[src/rtl/fixed_float_pipe.sv]
`default_nettype none
// +--------------------------------------------------------------------------+
// | fixed_float_pipe: 3-stage Q(M,N) fixed-point to IEEE-754 single converter |
// | Optional FIXED_FLOAT_INEXACT_EN adds out_inexact. Revision: 1.0           |
// +--------------------------------------------------------------------------+
module fixed_float_pipe #(
  parameter int M = 16,
  parameter int N = 16
) (
  input  logic           clk,
  input  logic           rst,
  input  logic           in_valid,
  output logic           in_ready,
  input  logic [M+N-1:0] fixed_in,
  input  logic           signed_mode,
  input  logic           rnd_mode,
  output logic           out_valid,
  input  logic           out_ready,
  output logic [31:0]    float_out
`ifdef FIXED_FLOAT_INEXACT_EN
  ,
  output logic           out_inexact
`endif
);

  localparam int W  = M + N;
  localparam int MW = W + 1;
  localparam int XW = MW + 25;

  if (M < 1 || N < 0 || N > 64 || W < 2 || W > 64) begin : g_param_check
    $error("fixed_float_pipe: illegal M/N combination");
  end

  logic          adv;

  logic          s1_valid_q, s1_valid_d;
  logic          s1_sign_q, s1_sign_d;
  logic          s1_rnd_q, s1_rnd_d;
  logic [MW-1:0] s1_mag_q, s1_mag_d;

  logic          s2_valid_q, s2_valid_d;
  logic          s2_sign_q, s2_sign_d;
  logic          s2_zero_q, s2_zero_d;
  logic          s2_inc_q, s2_inc_d;
  logic [7:0]    s2_exp_q, s2_exp_d;
  logic [22:0]   s2_frac_q, s2_frac_d;

  logic          out_valid_q, out_valid_d;
  logic [31:0]   float_out_q, float_out_d;

  logic [MW-1:0] mag_abs;
  int            p;
  logic [XW-1:0] norm;
  logic          guard, sticky;
  logic [23:0]   frac_sum;

`ifdef FIXED_FLOAT_INEXACT_EN
  logic          s2_inexact_q, s2_inexact_d;
  logic          out_inexact_q, out_inexact_d;
`endif

  assign adv = !out_valid_q || out_ready;

  always_comb begin
    s1_valid_d  = s1_valid_q;
    s1_sign_d   = s1_sign_q;
    s1_rnd_d    = s1_rnd_q;
    s1_mag_d    = s1_mag_q;
    s2_valid_d  = s2_valid_q;
    s2_sign_d   = s2_sign_q;
    s2_zero_d   = s2_zero_q;
    s2_inc_d    = s2_inc_q;
    s2_exp_d    = s2_exp_q;
    s2_frac_d   = s2_frac_q;
    out_valid_d = out_valid_q;
    float_out_d = float_out_q;
`ifdef FIXED_FLOAT_INEXACT_EN
    s2_inexact_d  = s2_inexact_q;
    out_inexact_d = out_inexact_q;
`endif

    // Stage 1: magnitude one bit wider so the most negative value fits
    if (signed_mode && fixed_in[W-1]) begin
      mag_abs = {1'b0, ~fixed_in} + MW'(1);
    end else begin
      mag_abs = {1'b0, fixed_in};
    end

    // Stage 2: MSB lands at the top of norm; 25 zero pad bits cover small words
    p = 0;
    for (int i = 0; i < MW; i++) begin
      if (s1_mag_q[i]) begin
        p = i;
      end
    end
    norm   = {s1_mag_q, 25'b0} << (MW - 1 - p);
    guard  = norm[XW-25];
    sticky = |norm[XW-26:0];

    // Stage 3: carry out of an all-ones fraction wraps it to zero and bumps the exponent
    frac_sum = {1'b0, s2_frac_q} + {23'b0, s2_inc_q};

    if (adv) begin
      s1_valid_d  = in_valid;
      s1_sign_d   = signed_mode & fixed_in[W-1];
      s1_rnd_d    = rnd_mode;
      s1_mag_d    = mag_abs;

      s2_valid_d  = s1_valid_q;
      s2_sign_d   = s1_sign_q;
      s2_zero_d   = ~norm[XW-1];
      s2_frac_d   = norm[XW-2 -: 23];
      s2_exp_d    = 8'(127 + p - N);
      s2_inc_d    = ~s1_rnd_q & guard & (sticky | norm[XW-24]);

      out_valid_d = s2_valid_q;
      float_out_d = s2_zero_q ? 32'h0000_0000
                              : {s2_sign_q, s2_exp_q + {7'b0, frac_sum[23]}, frac_sum[22:0]};
`ifdef FIXED_FLOAT_INEXACT_EN
      s2_inexact_d  = guard | sticky;
      out_inexact_d = s2_inexact_q;
`endif
    end
  end

  always_ff @(posedge clk or posedge rst) begin
    if (rst) begin
      s1_valid_q  <= 1'b0;
      s1_sign_q   <= 1'b0;
      s1_rnd_q    <= 1'b0;
      s1_mag_q    <= '0;
      s2_valid_q  <= 1'b0;
      s2_sign_q   <= 1'b0;
      s2_zero_q   <= 1'b0;
      s2_inc_q    <= 1'b0;
      s2_exp_q    <= '0;
      s2_frac_q   <= '0;
      out_valid_q <= 1'b0;
      float_out_q <= '0;
    end else begin
      s1_valid_q  <= s1_valid_d;
      s1_sign_q   <= s1_sign_d;
      s1_rnd_q    <= s1_rnd_d;
      s1_mag_q    <= s1_mag_d;
      s2_valid_q  <= s2_valid_d;
      s2_sign_q   <= s2_sign_d;
      s2_zero_q   <= s2_zero_d;
      s2_inc_q    <= s2_inc_d;
      s2_exp_q    <= s2_exp_d;
      s2_frac_q   <= s2_frac_d;
      out_valid_q <= out_valid_d;
      float_out_q <= float_out_d;
    end
  end

`ifdef FIXED_FLOAT_INEXACT_EN
  always_ff @(posedge clk or posedge rst) begin
    if (rst) begin
      s2_inexact_q  <= 1'b0;
      out_inexact_q <= 1'b0;
    end else begin
      s2_inexact_q  <= s2_inexact_d;
      out_inexact_q <= out_inexact_d;
    end
  end

  assign out_inexact = out_inexact_q;
`endif

  assign in_ready  = adv;
  assign out_valid = out_valid_q;
  assign float_out = float_out_q;

endmodule
`default_nettype wire

[config.mk]
export PLATFORM = sky130hd
export DESIGN_NAME = fixed_float_pipe
export DESIGN_NICKNAME = d
export VERILOG_FILES = /design/src/rtl/fixed_float_pipe.sv
export SDC_FILE = /design/constraint.sdc
export NUM_CORES = 1
export LEC_CHECK = 0
export ABC_AREA = 1
export CORE_MARGIN = 5
export CORE_UTILIZATION = 63
export DETAILED_ROUTE_END_ITERATION = 6
export GPL_ROUTABILITY_DRIVEN = 0
export PLACE_DENSITY = 0.87
export SLEW_MARGIN = 40
export SYNTH_ARGS = -nofsm -noshare
export SYNTH_HDL_FRONTEND = slang
export SYNTH_SLANG_ARGS = --single-unit
[constraint.sdc]
create_clock -name clk -period 7.8 [get_ports clk]
set_clock_uncertainty 0.15 [all_clocks]
set_input_delay 1.17 -clock clk [delete_from_list [all_inputs] [get_ports clk]]
set_output_delay 1.17 -clock clk [all_outputs]
set_load 0.005 [all_outputs]
==> results of run 1 <==
[worst reg2reg max path: cells and delay by family, from the launching register on]
| family | cells | cell delay (ns) |
|---|---|---|
| AO/OA/AOI/OAI | 1 | 0.13 |
| flip-flops | 1 | 0.41 |
| buffers and inverters | 2 | 0.35 |
| AND/OR/NAND/NOR | 36 | 3.27 |
| adder cells (fa/ha/maj) | 1 | 0.36 |
[report_power, final]
part	total (µW)	switching [µW]	internal, µW
logic	1770	1120	650
registers	886	141	744
clock network	446	216	230
total	3110	1480	1620
[registers in the layout, indices dropped and copies added, names as in the netlist, 8 cells and up]
signal / flops
float_out: 32
s2_exp_q: 8
s2_frac_q: 23
s1_mag_q: 33
[metrics by stage]
step / total power [µW] / utilization
after global routing: 3380 / 0.727
after floorplan: 2120 / -
after global placement: 2580 / 0.701
final: 3110 / 0.727
after detailed placement: 2610 / 0.702
after CTS: 3070 / 0.727
[layer usage]
layer,wire length (µm),track usage,vias to the layer above
met2,8570,0.433,317
met4,598,0.104,0
met1,7630,0.354,3280
met5,0,0,-
li1,-,-,3655
met3,1340,0.0380,52
[logic make-up (layout without fill, tap and decap cells)]
| logic type | Yosys count | after routing | synth area share |
|---|---|---|---|
| AO/OA/AOI/OAI | 155 | 155 | 0.126 |
| XOR/XNOR | 30 | 30 | 0.0362 |
| adder cells (fa/ha/maj) | 7 | 7 | 0.0121 |
| buffers and inverters | 167 | 211 | 0.0943 |
| flip-flops | 104 | 104 | 0.359 |
| AND/OR/NAND/NOR | 640 | 640 | 0.372 |
[final timing paths]
check	start	to	slack, ns	cells past startpoint
worst max-delay path	s1_mag_q[2]	s2_frac_q[7]	3.05	40
worst min-delay path	s2_valid_q	out_valid	0.32	1
worst max register to register	s1_mag_q[2]	s2_frac_q[7]	3.05	40
worst min register to register	s2_valid_q	out_valid	0.32	1
max in group asynchronous	rst	s1_mag_q[29]	5.29	3
min in group asynchronous	rst	s2_valid_q	1.09	2
[area by class of cell]
type,instances,share of cell area
multi-input combinational,832,0.482
inverter,116,0.0530
clock inverter,6,0.00621
tap,143,0.0216
clock buffer,10,0.0289
sequential,104,0.315
timing repair buffer,79,0.0932
[cells in the mapped netlist (all sizes together)]
cell type / count / area share
nand2: 359 / 0.19
nand3: 148 / 0.10
inv: 114 / 0.059
dfrtp: 104 / 0.36
nor2: 102 / 0.053
o21ai: 94 / 0.065
clkbuf: 33 / 0.017
xor2: 25 / 0.030
a21oi: 20 / 0.014
nor3: 20 / 0.017
buf: 18 / 0.017
a32o: 14 / 0.019
o211ai: 8 / 0.0083
a22o: 7 / 0.0084
ha: 7 / 0.012
or2: 5 / 0.0043
xnor2: 5 / 0.0060
a31oi: 3 / 0.0026
o21a: 3 / 0.0031
clkinv: 2 / 0.0010
nand3b: 2 / 0.0021
nand4: 2 / 0.0017
nor4: 2 / 0.0017
o21bai: 2 / 0.0021
o31ai: 2 / 0.0021
a21o: 1 / 0.0010
o22ai: 1 / 0.00086
==> impl_results.md, run 1 <==
- Outcome: completed
- Final WS setup: 3.05 ns
- Setup Viol. Count Final: 0
- Num Clock Sinks: 104
- Hold WC Path Type: reg2reg
- Die Ht: around 120 µm
- CP Buf/Inv Count: 2
- Crit-path max cell delay: 0.62 ns
- Clock tree buffer depth: 2
- Most frequent cells in the layout: 353 x nand2_1, 148 x nand3_1, 104 x inv_1, 104 x dfrtp_1, 100 x nor2_1
- Setup_tns: 0 ns
- Critical path capture point type: flip-flop
- FF/Latch Area: between 2000 and 3000 µm²
- CTS tree: built
- Placed cell count: around 1300
- Post-Syn Area: between 7000 and 8000 µm²
- Final #Nets: around 1200
- Fill cell total of the finished layout: between 900 and 1000
- Maximum VDD drop: slightly above 0.2 mV
- First-pass GRT wire length: slightly above 30 mm
- I/O Buffers: just over 70
- Crit path arrival time: slightly below 5 ns
- Worst setup path class: reg2reg
- Multi-input gate area: roughly 4000 µm²
- Final Hold Viols: 0
- Syn-to-layout area delta: 13.9%
- Vias per cell: ~5.7
- Initial DRC count: 740
- Number of global-route vias before repair: 6743
- Pin count of the biggest net entering global routing: 64
- Final instance area: slightly above 8000 µm²
- Post-DR wirelength/cell: 14.1 µm
- CP delay by family, top: simple AND/OR/NAND/NOR gates
- RSZ-0062 raised after global routing: false
- Slew HR: 0.495
- IO Count: around 70
- Initial antenna violation count: 0
- Post-synthesis sequential area ratio: 0.359
- Leak: slightly above 0.004 µW
- Syn nets: 1148
- CP required: 7.93 ns
- CTS HTree Levels: 3
- Final wirelength: between 15 and 20 mm
- Slew Viols, Final: 0
- Die span in x: 117 µm
- Slowest cell on the critical path: nor2_2
- Hold slack: 0.316 ns
- Rows: 39
- Period minus WS final: approximately 4.8 ns
- Worst-margin pin slew: approximately 0.75 ns
- Share of layout cells above drive strength 1: 0.0445
- Hold buffer count at cts: 0
- Yosys Warn Count: 0
- Post-CTS setup repair buffer count: 0
- CORE AREA: 11400 µm²
- Peak Freq: approximately 0.21 GHz
- DRC: 0
- Num CTS Buffers: 9
- Layout Cells excl Fill: roughly 1300
- Reg clk slew, reported paths: around 0.070 ns
- Placed instance area: between 7000 and 8000 µm²
- Post-DRT Antenna Nets: 0
- Clock latency on the worst-skew pair: around 0.36 ns
- Vias post-DR: between 7000 and 8000
- Yosys reg bits: 104
- Period Utilization, post-route: 0.609
- CP max FO: 43
- Post-cts sizing count: 0
- Global Route Usage Sum: 0.265
- Die area: between 10000 and 15000 µm²
- MaxCap Viol Count: 0
- ANT cells: 0
- Mean Syn Cell Area: ~6.6 µm²
- Post-Synthesis Cells: roughly 1100
- DRT Pass-1 Iters: 5
- Clock root buffer: clkbuf_16
- Hpwl dp: ~13 mm
- Setup crit start kind: flip-flop
- Pwr dens: 376 nW/µm²
- Starting Density: 0.638
- Most common cell after layout, fill and taps aside: nand2_1
- Cell mode on critical path: nand2_1
- Dpl ws: about 2.9 ns
- Grt total ovfl: 0
- Post-synthesis cell type count: 36
(Power assumes the default switching activity.)
==> run 2: changes to the inputs <==
--- a/config.mk
+++ b/config.mk
@@ -7,10 +7,10 @@
 export LEC_CHECK = 0
 export ABC_AREA = 1
 export CORE_MARGIN = 5
-export CORE_UTILIZATION = 63
+export CORE_UTILIZATION = 53
 export DETAILED_ROUTE_END_ITERATION = 6
 export GPL_ROUTABILITY_DRIVEN = 0
-export PLACE_DENSITY = 0.87
+export PLACE_DENSITY = 0.78
 export SLEW_MARGIN = 40
 export SYNTH_ARGS = -nofsm -noshare
 export SYNTH_HDL_FRONTEND = slang
==> constraint.sdc (replaced) <==
create_clock -name clk -period 3.85 [get_ports clk]
set_clock_uncertainty 0.15 [all_clocks]
set_input_delay 0.5775 -clock clk [delete_from_list [all_inputs] [get_ports clk]]
set_output_delay 0.5775 -clock clk [all_outputs]
set_load 0.005 [all_outputs]
==> impl_results.md, run 2 (synthesized netlist as in run 1, its figures left out) <==
- Max reg flops: 33 (unchanged)
- Outcome: complete, but fails checks
- Post-DRT Antenna Nets: 0 (unchanged)
- CTS tree: built
- R2R Setup Slk: -0.14 ns (-3.19 ns)
- Period minus WS final: 3.99 ns (-0.761 ns)
- Num Clock Sinks: 104 (unchanged)
- Post-DR wirelength/cell: 14.3 µm (+1.5%)
- Peak Freq: 0.251 GHz (+19%)
- MaxCap Viol Count: 0 (unchanged)
- DRT Pass-1 Iters: 6 (+1)
- Cell mode on critical path: nand2_1
- CP max FO: 9 (-79%)
- Initial DRC count: 743 (+0.41%)
- Crit-path max cell delay: 0.37 ns (-0.25 ns)
- Critical path capture point type: flip-flop
- Clock tree buffer depth: 2 (unchanged)
- Slew Viols, Final: 0 (unchanged)
- CORE AREA: 13300 µm² (+17%)
- Most frequent cells in the layout: 323 x nand2_1, 106 x nand3_1, 104 x dfrtp_1, 101 x inv_1, 69 x nor2_1
- ANT cells: 0 (unchanged)
- Setup crit start kind: flip-flop
- Dpl ws: -0.251 ns (-3.17 ns)
- Leak: 0.00455 µW (+13%)
- First-pass GRT wire length: 31.8 mm (+2.5%)
- Worst-margin pin slew: 0.588 ns (-0.164 ns)
- Die Ht: 127 µm (+8.3%)
- Hold WC Path Type: reg2reg
- Hpwl dp: 14.0 mm (+5.7%)
- Syn-to-layout area delta: 31.0%
- Initial antenna violation count: 0 (unchanged)
- Pwr dens: 749 nW/µm² (+99%)
- RSZ-0062 raised after global routing: true
- Share of layout cells above drive strength 1: 0.211 (+0.167)
- Slowest cell on the critical path: dfrtp_1
- CTS HTree Levels: 3 (unchanged)
- Final WS setup: -0.142 ns (-3.19 ns)
- Grt total ovfl: 0 (unchanged)
- CP required: 3.99 ns (-3.94 ns)
- Slew HR: 0.608 (+0.113)
- Number of global-route vias before repair: 6961 (+3.2%)
- DRC: 0 (unchanged)
- Starting Density: 0.544 (-0.0946)
- Clock root buffer: clkbuf_16
- Reg with most FFs: s1_mag_q
- Failing checks: setup timing
- Final wirelength: 19.8 mm (+9.2%)
- I/O Buffers: 71 (unchanged)
- Clock latency on the worst-skew pair: 0.36 ns (about the same)
- Final #Nets: 1252 (+5.5%)
- Most common cell after layout, fill and taps aside: nand2_1
- Period Utilization, post-route: 1.04 (+0.427)
- Worst setup path class: reg2reg
- Die area: 16100 µm² (+17%)
- Reg clk slew, reported paths: 0.07 ns (about the same)
- Die span in x: 127 µm (+8.3%)
- Num CTS Buffers: 9 (unchanged)
- Vias post-DR: 7611 (+4.2%)
- Rows: 42 (+7.7%)
- Core Util, Final: 0.712 (-0.0151)
- Maximum VDD drop: 0.439 mV (+110%)
- Crit path arrival time: 4.13 ns (-0.75 ns)
- Setup Viol. Count Final: 23 (+23)
- Global Route Usage Sum: 0.238 (-0.0264)
- Final Hold Viols: 0 (unchanged)
- Vias per cell: 5.48 (-3.2%)
- IO Count: 72 (unchanged)
- Pin count of the biggest net entering global routing: 67 (+4.7%)
run 2: changes by cell type in the layout (fill, tap and decap cells not counted), sizes merged, moves of 2 or more:
| cell | before | now |
|---|---|---|
| clkdlybuf4s50 | 71 | 66 |
| bufinv | 0 | 2 |
| dlymetal6s2s | 0 | 3 |
| clkinvlp | 2 | 0 |
| buf | 8 | 72 |
| clkbuf | 10 | 13 |
run 2: area by class of cell:
cell class	count	area (µm²)
tap	176	220
inverter	116	445
clock buffer	10	229
clock inverter	6	90.1
sequential	104	2600
multi-input combinational	832	4580
fill	1075	3840
timing repair buffer	144	1340
run 2: worst paths after layout:
path,to,cells past startpoint,start
hold reg to reg,float_out[31],2,s2_sign_q
max in group asynchronous,s1_mag_q[29],3,rst
setup reg to reg,s2_frac_q[12],48,s1_mag_q[2]
setup / recovery,s2_frac_q[12],48,s1_mag_q[2]
hold / removal,float_out[31],2,s2_sign_q
min in group asynchronous,out_valid,2,rst
run 2: report_power, final:
part / switching [µW] / internal, µW
sequential: 305 / 1510
clock: 422 / 575
combinational: 2620 / 1690
total: 3350 / 3770
run 2: worst max-delay path: cells and delay by family, from the launching register on:
| family | cells | cell delay [ns] |
|---|---|---|
| compound gates | 3 | 0.44 |
| buf+inv | 5 | 0.40 |
| flops | 1 | 0.37 |
| fa+ha+maj | 1 | 0.17 |
| simple gates | 39 | 2.41 |
run 2: per-stage QoR:
| stage | area [µm²] | total power (µW) | setup TNS (ns) | hold WS, ns | cells |
|---|---|---|---|---|---|
| 2_1_floorplan | 7260 | 4300 | 0 | 0.290 | 1103 |
| 4_1_cts | 8900 | 6650 | -0.155 | 0.322 | 1377 |
| 3_5_place_dp | 8470 | 5530 | -1.92 | 0.305 | 1361 |
| 3_3_place_gp | 8470 | 5460 | -0.620 | 0.301 | 1361 |
| 6_report | 9500 | 7120 | -1.64 | 0.320 | 1388 |
| 5_1_grt | 9500 | 7740 | -14.46 | 0.351 | 1388 |
run 2: repair_timing:
action / CTS / global route
pin swaps: 9 / 36
setup endpoints to repair: 27 / 42
cloned: 0 / 1
hold buffers: 0 / 0
buffers inserted: 0 / 10
resized for setup: 36 / 144
run 2: routing by layer:
metal,vias up,wire [µm],GRT usage
met5,-,0,0
met4,0,582,0.0965
met3,44,1120,0.0338
met2,260,9830,0.404
met1,3523,8260,0.307
li1,3784,-,-
==> run 3: changes to the inputs <==
--- a/config.mk
+++ b/config.mk
@@ -6,12 +6,13 @@
 export NUM_CORES = 1
 export LEC_CHECK = 0
 export ABC_AREA = 1
+export CAP_MARGIN = 30
 export CORE_MARGIN = 5
 export CORE_UTILIZATION = 53
 export DETAILED_ROUTE_END_ITERATION = 6
 export GPL_ROUTABILITY_DRIVEN = 0
 export PLACE_DENSITY = 0.78
-export SLEW_MARGIN = 40
+export SLEW_MARGIN = 15
 export SYNTH_ARGS = -nofsm -noshare
 export SYNTH_HDL_FRONTEND = slang
 export SYNTH_SLANG_ARGS = --single-unit
==> impl_results.md, run 3 (synthesized netlist as in run 1, its figures left out) <==
- Clock tree buffer depth: 2 (unchanged)
- ANT cells: 0 (unchanged)
- Share of layout cells above drive strength 1: 0.211 (unchanged)
- CTS HTree Levels: 3 (unchanged)
- Starting Density: 0.544 (unchanged)
- Slew HR: 0.477 (-0.131)
- Leak: 0.00455 µW (about the same)
- DRT Pass-1 Iters: 6 (unchanged)
- IO Count: 72 (unchanged)
- Clock network fraction of design power: 0.140 (about the same)
- Num Clock Sinks: 104 (unchanged)
- Failing checks: setup timing
- Most frequent cells in the layout: 323 x nand2_1, 106 x nand3_1, 104 x dfrtp_1, 101 x inv_1, 69 x nor2_1
- Dpl ws: -0.251 ns (unchanged)
- Logic pwr share: 0.605 (about the same)
- Slew Viols, Final: 0 (unchanged)
- Hpwl dp: 14.0 mm (unchanged)
- Period Utilization, post-route: 1.04 (about the same)
- Reg with most FFs: s1_mag_q
- Die area: 16100 µm² (unchanged)
- Peak Freq: 0.251 GHz (about the same)
- Maximum VDD drop: 0.440 mV (+0.12%)
- RSZ-0062 raised after global routing: true
- Max reg flops: 33 (unchanged)
- Crit-path max cell delay: 0.37 ns (about the same)
- Vias per cell: 5.48 (-0.12%)
- Clock latency on the worst-skew pair: 0.36 ns (about the same)
- Reg clk slew, reported paths: 0.07 ns (about the same)
- CP max FO: 9 (unchanged)
- Pin count of the biggest net entering global routing: 67 (unchanged)
- Global Route Usage Sum: 0.238 (unchanged)
- Rows: 42 (unchanged)
- First-pass GRT wire length: 31.8 mm (unchanged)
- CP required: 3.99 ns (about the same)
- Setup crit start kind: flip-flop
- Pint: 3770 µW (about the same)
- Final #Nets: 1252 (unchanged)
- Hold WC Path Type: reg2reg
- Critical path capture point type: flip-flop
- CTS tree: built
- Worst-margin pin slew: 0.785 ns (+0.197 ns)
- Final Hold Viols: 0 (unchanged)
- Post-DRT Antenna Nets: 0 (unchanged)
- Final wirelength: 19.8 mm (about the same)
- Clock root buffer: clkbuf_16
- Number of global-route vias before repair: 6961 (unchanged)
- Initial antenna violation count: 0 (unchanged)
- Num CTS Buffers: 9 (unchanged)
- Die span in x: 127 µm (unchanged)
- MaxCap Viol Count: 0 (unchanged)
- I/O Buffers: 71 (unchanged)
- Pwr dens: 749 nW/µm² (about the same)
- Psw: 3350 µW (-0.13%)
- Most common cell after layout, fill and taps aside: nand2_1
- Setup Viol. Count Final: 23 (unchanged)
- Worst setup path class: reg2reg
- Cell mode on critical path: nand2_1
- Outcome: complete, but fails checks
- Syn-to-layout area delta: 30.9% (about the same)
- Die Ht: 127 µm (unchanged)
- Grt total ovfl: 0 (unchanged)
- Core Util, Final: 0.712 (about the same)
- CORE AREA: 13300 µm² (unchanged)
- DRC: 0 (unchanged)
- Initial DRC count: 743 (unchanged)
- Final WS setup: -0.141 ns (+0.000380 ns)
- Seq pwr share: 0.255 (about the same)
- Tot Pwr: 7120 µW (about the same)
- Switching part of the total: 0.470 (about the same)
- Post-DR wirelength/cell: 14.2 µm (about the same)
- Vias post-DR: 7602 (-0.12%)
- Slowest cell on the critical path: dfrtp_1
- Crit path arrival time: 4.13 ns (about the same)
- Period minus WS final: 3.99 ns (-0.000380 ns)
## run 3: what timing repair did
action,4_1_cts,5_1_grt
endpoints found under the setup margin,27,42
buffers inserted,0,10
hold buffers,0,0
cloned,0,1
pin swaps,9,36
gates resized for setup,36,144
## run 3: final timing paths
| kind | start | to | slack (ns) | cells past startpoint |
|---|---|---|---|---|
| max in group asynchronous | rst | s1_mag_q[29] | 2.19 | 3 |
| setup reg to reg | s1_mag_q[2] | s2_frac_q[12] | -0.14 | 48 |
| hold / removal | s2_sign_q | float_out[31] | 0.32 | 2 |
| hold reg to reg | s2_sign_q | float_out[31] | 0.32 | 2 |
| setup / recovery | s1_mag_q[2] | s2_frac_q[12] | -0.14 | 48 |
| min in group asynchronous | rst | out_valid | 0.57 | 2 |
## run 3: layout make-up
cell class                      count  area [µm²]
Tap cell                          176         220
Sequential cell                   104        2600
Fill cell                        1076        3850
Clock buffer                       10         229
Timing Repair Buffer              144        1340
Inverter                          116         443
Multi-Input combinational cell    832        4580
Clock inverter                      6        90.1
## run 3: worst max-delay path: cells and delay by family, from the launching register on
kind,cells,cell delay (ns)
adder cells (fa/ha/maj),1,0.17
buffers and inverters,5,0.40
AO/OA/AOI/OAI,3,0.44
AND/OR/NAND/NOR,39,2.41
flip-flops,1,0.37
## run 3: power by group through the flow
stage	logic, µW	registers [µW]	clock network, µW
2_1_floorplan	2550	1750	0
3_3_place_gp	3670	1790	0
3_5_place_dp	3720	1810	0
4_1_cts	3850	1790	1010
5_1_grt	4800	1880	1060
6_report	4310	1810	997
## run 3: through the flow
| stage | instances | hold slack (ns) | setup TNS (ns) | area (µm²) |
|---|---|---|---|---|
| global route | 1388 | 0.351 | -14.46 | 9500 |
| global placement | 1361 | 0.301 | -0.620 | 8470 |
| floorplan | 1103 | 0.290 | 0 | 7260 |
| detailed placement | 1361 | 0.305 | -1.92 | 8470 |
| finish | 1388 | 0.320 | -1.64 | 9500 |
| CTS | 1377 | 0.322 | -0.155 | 8900 |
## run 3: layer usage
| metal | routed length (µm) | share of wire | GRT usage |
|---|---|---|---|
| met3 | 1120 | 0.057 | 0.0338 |
| met1 | 8230 | 0.42 | 0.307 |
| met5 | 0 | 0 | 0 |
| met4 | 579 | 0.029 | 0.0965 |
| met2 | 9850 | 0.50 | 0.404 |
